$ cat config.mk
export PLATFORM = sky130hd
export DESIGN_NAME = serial_bit_source
export DESIGN_NICKNAME = d
export VERILOG_FILES = /design/src/rtl/serial_bit_source.sv
export SDC_FILE = /design/constraint.sdc
export NUM_CORES = 1
export LEC_CHECK = 0
export CAP_MARGIN = 20
export CORE_MARGIN = 3
export CORE_UTILIZATION = 45
export CTS_CLUSTER_SIZE = 25
export DETAILED_ROUTE_END_ITERATION = 8
export GPL_TIMING_DRIVEN = 0
export PLACE_DENSITY = 0.77
export SETUP_SLACK_MARGIN = 0.05
export SLEW_MARGIN = 20
export SYNTH_ARGS = -nofsm -noshare
export SYNTH_HDL_FRONTEND = slang
export SYNTH_SLANG_ARGS = --single-unit
$ cat constraint.sdc
create_clock -name clk -period 1.74 [get_ports clk]
set_input_delay 0.174 -clock clk [delete_from_list [all_inputs] [get_ports clk]]
set_output_delay 0.174 -clock clk [all_outputs]
set_load 0.02 [all_outputs]
$ cat src/rtl/serial_bit_source.sv
// Parallel-to-serial front end: shifts WIDTH-bit words out MSB-first on x, one bit per clock.
// Optional even-parity bit after the LSB when SERIAL_PARITY_EN is defined.
module serial_bit_source #(
  parameter int unsigned WIDTH = 8
) (
  input  logic             clk,
  input  logic             rst,
  input  logic [WIDTH-1:0] din,
  input  logic             din_valid,
  output logic             din_ready,
  output logic             x,
  output logic             x_valid,
  output logic             x_last
);

  localparam int unsigned CntW = $clog2(WIDTH + 1);
  localparam logic [CntW-1:0] LastCnt = CntW'(WIDTH - 1);

  typedef enum logic [1:0] {StIdle, StShift, StPar} state_e;

  state_e           state_q, state_d;
  logic [WIDTH-1:0] shreg_q, shreg_d;
  logic [CntW-1:0]  cnt_q, cnt_d;
  logic             x_d, x_valid_d, x_last_d;
  logic             accept;
  logic             last_bit;

  assign last_bit = (state_q == StShift) && (cnt_q == LastCnt);

`ifdef SERIAL_PARITY_EN
  logic par_q, par_d;
  assign din_ready = (state_q == StIdle) || (state_q == StPar);
`else
  assign din_ready = (state_q == StIdle) || last_bit;
`endif

  assign accept = din_valid && din_ready;

  always_comb begin
    state_d = state_q;
    shreg_d = shreg_q;
    cnt_d   = cnt_q;
`ifdef SERIAL_PARITY_EN
    par_d   = par_q;
`endif
    case (state_q)
      StIdle: ;
      StShift: begin
        shreg_d = {shreg_q[WIDTH-2:0], 1'b0};
        if (last_bit) begin
          cnt_d = '0;
`ifdef SERIAL_PARITY_EN
          state_d = StPar;
`else
          state_d = StIdle;
`endif
        end else begin
          cnt_d = cnt_q + CntW'(1);
        end
      end
      StPar:   state_d = StIdle;
      default: state_d = StIdle;
    endcase
    // Accept is only possible in a frame-final cycle, so it overrides the step above.
    if (accept) begin
      shreg_d = din;
      cnt_d   = '0;
      state_d = StShift;
`ifdef SERIAL_PARITY_EN
      par_d   = ^din;
`endif
    end
  end

  // Outputs are registered versions of what the next state will present.
  always_comb begin
    x_d       = 1'b0;
    x_valid_d = (state_d != StIdle);
    x_last_d  = 1'b0;
    if (state_d == StShift) begin
      x_d = shreg_d[WIDTH-1];
`ifndef SERIAL_PARITY_EN
      x_last_d = (cnt_d == LastCnt);
`endif
    end
`ifdef SERIAL_PARITY_EN
    if (state_d == StPar) begin
      x_d      = par_d;
      x_last_d = 1'b1;
    end
`endif
  end

  always_ff @(posedge clk) begin
    if (!rst) begin
      state_q <= StIdle;
      shreg_q <= '0;
      cnt_q   <= '0;
      x       <= 1'b0;
      x_valid <= 1'b0;
      x_last  <= 1'b0;
`ifdef SERIAL_PARITY_EN
      par_q   <= 1'b0;
`endif
    end else begin
      state_q <= state_d;
      shreg_q <= shreg_d;
      cnt_q   <= cnt_d;
      x       <= x_d;
      x_valid <= x_valid_d;
      x_last  <= x_last_d;
`ifdef SERIAL_PARITY_EN
      par_q   <= par_d;
`endif
    end
  end

endmodule

Word-level counts from Yosys, hierarchy flattened
Index checks and enable logic that the tools add are counted.
{ "op_classes": {"addsub": 1, "eq_ne": 4, "muxes": 8, "n_reduce_logical": 7} }
{ "ops": {"columns": ["op", "count"], "rows": [
  ["8-bit 2-to-1 mux", 2],
  ["4-bit 2-to-1 mux", 3],
  ["4-bit by 3-bit == test with 1-bit output (second input constant)", 2],
  ["4-bit by 1-bit adder with 4-bit output (second input constant)", 1],
  ["2-bit by 1-bit == test with 1-bit output (second input constant)", 2],
  ["2-bit 2-to-1 mux", 2],
  ["2-bit case mux with 2 select lines", 1],
  ["2-bit nonzero test", 2],
  ["1-bit logical AND", 2],
  ["2-bit zero test", 1],
  ["2-bit AND reduction", 1],
  ["1-bit logical OR", 1]
]} }
{ "totals": {"reg_bits": 17, "elab_cells": 27, "inputBits": 11} }

Logic depth before layout (Yosys ltp)
Gate-level depths: netlist of run 1.
{ "depth": {"ltp_word": 7, "mapped_depth": 5, "depth_no_buf": 4} }

Worst setup path after synthesis of run 1
Ideal clock, no wire load.
{ "synth_path": {"path_type": "flip-flop to flip-flop", "start": "register cnt_q[0]", "end": "register shreg_q[7]", "synth_period_minus_slack_ps": 1387, "arrival_time_ps": 1302, "required_ps": 1654, "setup_ps": 86, "path_stages_with_launch": 6, "setup_slack_ps": 353, "cell_sequence": "dfxtp_1 > ha_1 > nand3b_2 > a21o_1 > buf_6 > a211oi_1"} }
{ "synth_between": {"elab_chain_cells": 5} }
{ "synth_lines": {"columns": ["element", "line_no", "source"], "rows": [
  ["from (decl)", "23", "logic [CntW-1:0] cnt_q, cnt_d;"],
  ["from (signal assigned)", "108", "cnt_q <= cnt_d;"],
  ["4-bit by 3-bit == test with 1-bit output", "28", "assign last_bit = (state_q == StShift) && (cnt_q == LastCnt);"],
  ["1-bit logical AND", "28", null],
  ["1-bit logical OR", "34", "assign din_ready = (state_q == StIdle) || last_bit;"],
  ["1-bit logical AND", "37", "assign accept = din_valid && din_ready;"],
  ["8-bit 2-to-1 mux", "65", "if (accept) begin"],
  ["to (signal assigned)", "107", "shreg_q <= shreg_d;"],
  ["to (decl)", "22", "logic [WIDTH-1:0] shreg_q, shreg_d;"]
]} }
Every way passes these cells.
A chain may end at the register's enable or synchronous reset.

Worst setup path after layout of run 1
{ "layout_path": {"start": "register cnt_q[0]", "end": "output din_ready"} }
{ "layout_between": {"elab_chain_cells": 3} }
{ "layout_lines": {"columns": ["element", "line_no", "source"], "rows": [
  ["4-bit by 3-bit == test with 1-bit output", "28", null],
  ["1-bit logical AND", "28", null],
  ["1-bit logical OR", "34", null],
  ["to (decl)", "10", "output logic din_ready,"]
]} }
Every way passes these cells.

==> results of run 1 <==
power breakdown:
part / switching (W) / internal [W] / leakage, nW
registers: 0.0000108 / 0.000407 / 0.140
logic: 0.0000435 / 0.0000522 / 0.304
clock network: 0.000130 / 0.0000874 / 0.0139
total: 0.000184 / 0.000547 / 0.458
cells by family after synthesis:
family,count (synthesis),synth area share (%)
compound gates,21,20.7
xor+xnor,2,2.19
fa+ha+maj,1,1.56
buf+inv,7,4.70
flops,17,42.6
mux,9,11.4
other cells,1,0.469
simple gates,16,16.4
flip-flops by register name (all words and copies together), names as in the netlist:
signal   count
cnt_q        4
x            1
x_valid      1
state_q      2
x_last       1
shreg_q      8
worst register-to-register path: stages, from the launching register on:
cell and delay [ns]:
dfxtp_1 0.43, nand2b_1 0.14, clkbuf_1 0.33, a21o_1 0.18
buf_6 0.16, mux2i_1 0.17
synth_stat cells:
library cell / instances
dfxtp_1: 17
a211oi_1: 14
mux2i_1: 8
and3_1: 2
clkbuf_1: 2
inv_1: 2
nand2b_1: 2
nand3_1: 2
xnor2_1: 2
a211oi_2: 1
a21o_1: 1
a21oi_1: 1
a32o_1: 1
and4bb_1: 1
buf_6: 1
clkbuf_4: 1
conb_1: 1
ha_1: 1
inv_2: 1
mux2_2: 1
nand2_1: 1
nand3b_1: 1
nand3b_2: 1
nor2_1: 1
nor4_2: 1
nor4b_2: 1
nor4bb_1: 1
o211a_1: 1
o21a_1: 1
o21bai_1: 1
or3b_1: 1
or4_4: 1
area by class of cell:
cell class / instances / area share [%]
multi-input cells: 50 / 43.4
clock inverters: 1 / 0.736
inverters: 3 / 1.10
well taps: 24 / 2.94
clock buffers: 3 / 2.21
flip-flops and latches: 17 / 33.6
plain buffers: 4 / 2.70
repair buffers: 14 / 13.3
repair_timing:
item | 4_1_cts | 5_1_grt
gates resized for setup | 8 | 3
buffers inserted | 0 | 0
endpoints found under the setup margin | 1 | 1
layer usage:
layer	global-route usage, %	up-vias
met1	21.5	292
met4	6.45	0
met5	0	-
li1	-	321
met2	24.7	16
met3	3.32	2
per-stage QoR:
stage | hold WS, ns | utilization, % | instances
after CTS | 0.430 | 64.3 | 116
after detailed placement | 0.467 | 60.8 | 112
after global routing | 0.469 | 64.0 | 116
after floorplan | 0.307 | - | 74
final | 0.431 | 64.0 | 116
after global placement | 0.461 | 60.8 | 112
worst max-delay path by stage:
stage                        startpoint                    end  slack, ns  cells past startpoint
floorplan           cnt_q[0]$_SDFF_PN0_  shreg_q[7]$_SDFF_PN0_       0.35                      5
global placement    cnt_q[0]$_SDFF_PN0_              din_ready      -0.14                      4
detailed placement  cnt_q[0]$_SDFF_PN0_              din_ready      -0.15                      4
CTS                 cnt_q[0]$_SDFF_PN0_              din_ready       0.07                      4
global route        cnt_q[0]$_SDFF_PN0_              din_ready       0.11                      4
finish              cnt_q[0]$_SDFF_PN0_              din_ready       0.18                      4
==> results.md, run 1 <==
- Status: complete, no violations
- Fill count: 128
- WL met2: 769 um
- Final Hold Fails: 0
- Mapped Cells: 74
- CTS tree: built
- Slowest Stage Delay on Critical Path: 0.39 ns
- Final period utilization: 89.6%
- Clk slew on worst S/H paths: 0.11 ns
- Gp weighted congestion: 0.752
- Max-Cap Viols: 0
- Area growth, synth to finish: 27.5%
- Count of final max-slew check failures: 0
- Delay-heaviest family, CP: flip-flops
- Die Area: 2320 um2
- Critical setup path kind: register to output port
- CP startpoint kind: register
- R2R Setup Slk: 0.28 ns
- Highest Signal Layer: met4
- Met3 Routed Length: 69 um
- Vias in the first global route: 589
- ANT nets after route: 0
- Htree depth: 1
- Synth area leaders: dfxtp_1, a211oi_1, mux2i_1
- Fin crit period: 1.56 ns
- Die height: 48.2 um
- Initial antenna violation count: 0
- Mapped Nets: 86
- Residual DRC: 0
- Avg Synthesized Cell Area: 10.8 um2
- Largest net degree at the start of global routing: 12
- Sequential-to-total area share from yosys stat: 42.6%
- Post-place instance area: 970 um2
- Dominant cell type by area after synthesis: dfxtp_1
- Pwr dens: 717 nW/um2
- Row count: 14
- Area of the multi-input gates: 443 um2
- Arrival time at the worst endpoint: 1.39 ns
- Overall routing resource usage: 16.0%
- Final nets: 105
- Sink Count: 17
- Hold-fix buffers, CTS: 0
- Hold WC Path Type: input port to register
- Worst VDD drop: 461 uV
- P_leak: 0.458 nW
- Most common cell after layout, fill and taps aside: dfxtp_1
- Finished Cell Area: 1020 um2
- Final HPWL DP: 1100 um
- CP endpoint kind: output port
- Initial DRT Pass Iterations: 4
- Core area: 1590 um2
- I/O Buffers: 14
- # diodes: 0
- Endpoints failing setup: 0
- R2R Path Start: state_q[1]$_SDFF_PN0_
- Mapped Area: 800 um2
- Sequential Area: 343 um2
- PnR Total Power: 0.000731 W
- Ys Warns: 0
- Clock latency on the worst-skew pair: 0.29 ns
- Worst slack at placement: -0.154 ns
- Initial drt markers: 8
- Metal-1 WL: 731 um
- Layout Skew: 0.00990 ns
- R2r worst-path depth: 5
- Hold_sp: din[0]
- I/O pins: 15
- Setup TNS: 0 ns
- Layout cells sized above 1: 19.6%
- R2R Path End: shreg_q[0]$_SDFFE_PN0P_
- Req. time, crit path: 1.57 ns
- WP buf/inv: 1
- F_max: 0.641 GHz
- Setup ws final: 0.180 ns
- Initial Utilization: 50.2%
- GRT overflow: 0
- Via density: 5.44
- Critical Path, Cell by Cell: ha_4 > nand3b_4 > a21oi_1 > buf_2
- Hold Path Sink: shreg_q[0]$_SDFFE_PN0P_
- Slowest-stage cell, CP: dfxtp_2
- Routed wire per std cell: 13.7 um
- Vias: 631
- Synthesis-stage register bit count: 17
- Yosys cell types: 32
- Global-route wire length before repair: 2580 um
- Total wire length: 1590 um
- Worst Hold Depth: 3
- Most frequent cells in the layout: dfxtp_1, a211oi_1, clkdlybuf4s50_1
- Die width: 48.2 um
- Worst Path Max Fanout: 10
- Max Buffers Root-to-Sink: 2
- RSZ-0062 raised after global routing: no
- Yosys top cell area share: 42.6%
- Root Buffer: clkbuf_4
- Num CTS Buffers: 3
No activity file was read; power rests on OpenSTA's default activity.
==> inputs of run 2 (changes only) <==
- PLACE_DENSITY: 0.77 -> 0.68
==> run 2 against run 1 <==
Compared with the run above: final cell count is the same; clock skew down 0.0079 ns; via count is 0.16% lower; die area unchanged; utilization shrank 0.31 points; hold slack better by 0.0049 ns; sequential share of layout area grew 0.17 points; non-clock buffer count is the same.
==> results.md, run 2 (synthesized netlist as in run 1, its figures left out) <==
- Arrival time at the worst endpoint: 1.37 ns
- P_int: 0.000548 W
- Final period utilization: 88.5%
- Endpoints failing setup: 0
- Slowest-stage cell, CP: dfxtp_2
- ANT nets after route: 0
- Num CTS Buffers: 3
- # diodes: 0
- Layout Skew: 0.00198 ns
- Vias in the first global route: 562
- Req. time, crit path: 1.57 ns
- Clock power frac: 28.9%
- CP endpoint kind: output port
- R2r worst-path depth: 5
- Row count: 14
- R2R Path End: shreg_q[0]$_SDFFE_PN0P_
- GRT overflow: 0
- I/O Buffers: 14
- Post-CTS Setup Inserts: 0
- Slowest Stage Delay on Critical Path: 0.39 ns
- Die Area: 2320 um2
- Max-Cap Viols: 0
- Area growth, synth to finish: 26.9%
- Max Buffers Root-to-Sink: 2
- Sink Count: 17
- Combinational power share: 13.2%
- Largest net degree at the start of global routing: 11
- Hold WC Path Type: input port to register
- Switch share: 24.2%
- Pwr dens: 713 nW/um2
- Sequential share of power: 57.9%
- Final core utilization: 63.7%
- Net Sw Power: 0.000175 W
- F_max: 0.650 GHz
- Htree depth: 1
- Core area: 1590 um2
- Critical setup path kind: register to output port
- Routed wire per std cell: 13.6 um
- Hold-fix buffers, CTS: 0
- Initial drt markers: 6
- Final Non-Filler Cells: 116
- Global-route wire length before repair: 2580 um
- Status: complete, no violations
- I/O pins: 15
- Residual DRC: 0
- Max reg flops: 8
- Largest registers: shreg_q: 8 flops, cnt_q: 4 flops, state_q: 2 flops
- Gp weighted congestion: 0.731
- Most frequent cells in the layout: dfxtp_1, a211oi_1, clkdlybuf4s50_1
- Die width: 48.2 um
- Worst VDD drop: 444 uV
- Overall routing resource usage: 15.9%
- Placed cells: 112
- Hold_sp: din[0]
- R2R Path Start: state_q[1]$_SDFF_PN0_
- Initial antenna violation count: 0
- Worst Hold Depth: 3
- Initial Utilization: 50.2%
- Clk slew on worst S/H paths: 0.10 ns
- Via density: 5.43
- Reg with most FFs: shreg_q
- Clock latency on the worst-skew pair: 0.28 ns
- Vias: 630
- Critical Path, Cell by Cell: ha_4 > nand3b_4 > a21oi_1 > buf_2
- Hold Path Sink: shreg_q[0]$_SDFFE_PN0P_
- Initial DRT Pass Iterations: 4
- Crit. Startpoint: cnt_q[0]$_SDFF_PN0_
- Worst Path Max Fanout: 10
- Total wire length: 1580 um
- Die height: 48.2 um
- RSZ-0062 raised after global routing: no
- CTS tree: built
- Count of final max-slew check failures: 0
- Final Hold Fails: 0
- CP startpoint kind: register
- Most common cell after layout, fill and taps aside: dfxtp_1
- P_leak: 0.456 nW
- Root Buffer: clkbuf_4
- Layout cells sized above 1: 17.4%
- Fin crit period: 1.54 ns
- Final HPWL DP: 1140 um
- Final nets: 105
- R2R Setup Slk: 0.29 ns
- Setup TNS: 0 ns
## run 2: power by group through the flow
stage	clock network (W)	logic (W)	registers, W
final	0.000209	0.0000957	0.000419
after detailed placement	0	0.0000968	0.000427
after global placement	0	0.0000951	0.000426
after global routing	0.000234	0.000104	0.000421
after floorplan	0	0.0000524	0.000426
after CTS	0.000214	0.0000973	0.000419
## run 2: metal layers
metal / track usage [%] / up-vias / share of wire (%)
met4: 6.45 / 0 / 1.5
met1: 21.7 / 295 / 49
met3: 3.32 / 4 / 3.2
li1: - / 319 / -
met2: 24.2 / 12 / 46
met5: 0 / - / 0
## run 2: worst max-delay path, delay by kind of cell (launching register included)
kind | cells | cell delay, ns
AO/OA/AOI/OAI | 1 | 0.17
adder cells (fa/ha/maj) | 1 | 0.19
buffers and inverters | 1 | 0.18
flip-flops | 1 | 0.39
AND/OR/NAND/NOR | 1 | 0.14
## run 2: layout make-up
class                   instances  area, um2
repair buffers                 14        135
multi-input cells              50        443
fillers                       150        579
flip-flops and latches         17        343
inverters                       3       11.3
plain buffers                   4       26.3
clock buffers                   4       26.3
well taps                      24       30.0
## run 2: repair_timing
action / in CTS / in global routing
cloned: 0 / 0
resized for setup: 7 / 2
setup endpoints to repair: 1 / 1
endpoints found under the hold margin: 0 / 0
## run 2: how the worst max path moves through the flow
| stage | end | slack [ns] | cells past startpoint |
|---|---|---|---|
| after global placement | din_ready | -0.14 | 4 |
| after floorplan | shreg_q[7]$_SDFF_PN0_ | 0.35 | 5 |
| after detailed placement | din_ready | -0.17 | 4 |
| after global routing | din_ready | 0.13 | 4 |
| final | din_ready | 0.20 | 4 |
| after CTS | din_ready | 0.07 | 4 |
## run 2: metrics by stage
stage,hold slack [ns],power (W),area [um2],setup slack (ns)
3_5_place_dp,0.471,0.000524,970,-0.171
2_1_floorplan,0.307,0.000478,800,0.353
3_3_place_gp,0.462,0.000522,970,-0.140
6_report,0.436,0.000723,1010,0.200
4_1_cts,0.433,0.000730,1020,0.0738
5_1_grt,0.448,0.000759,1010,0.126
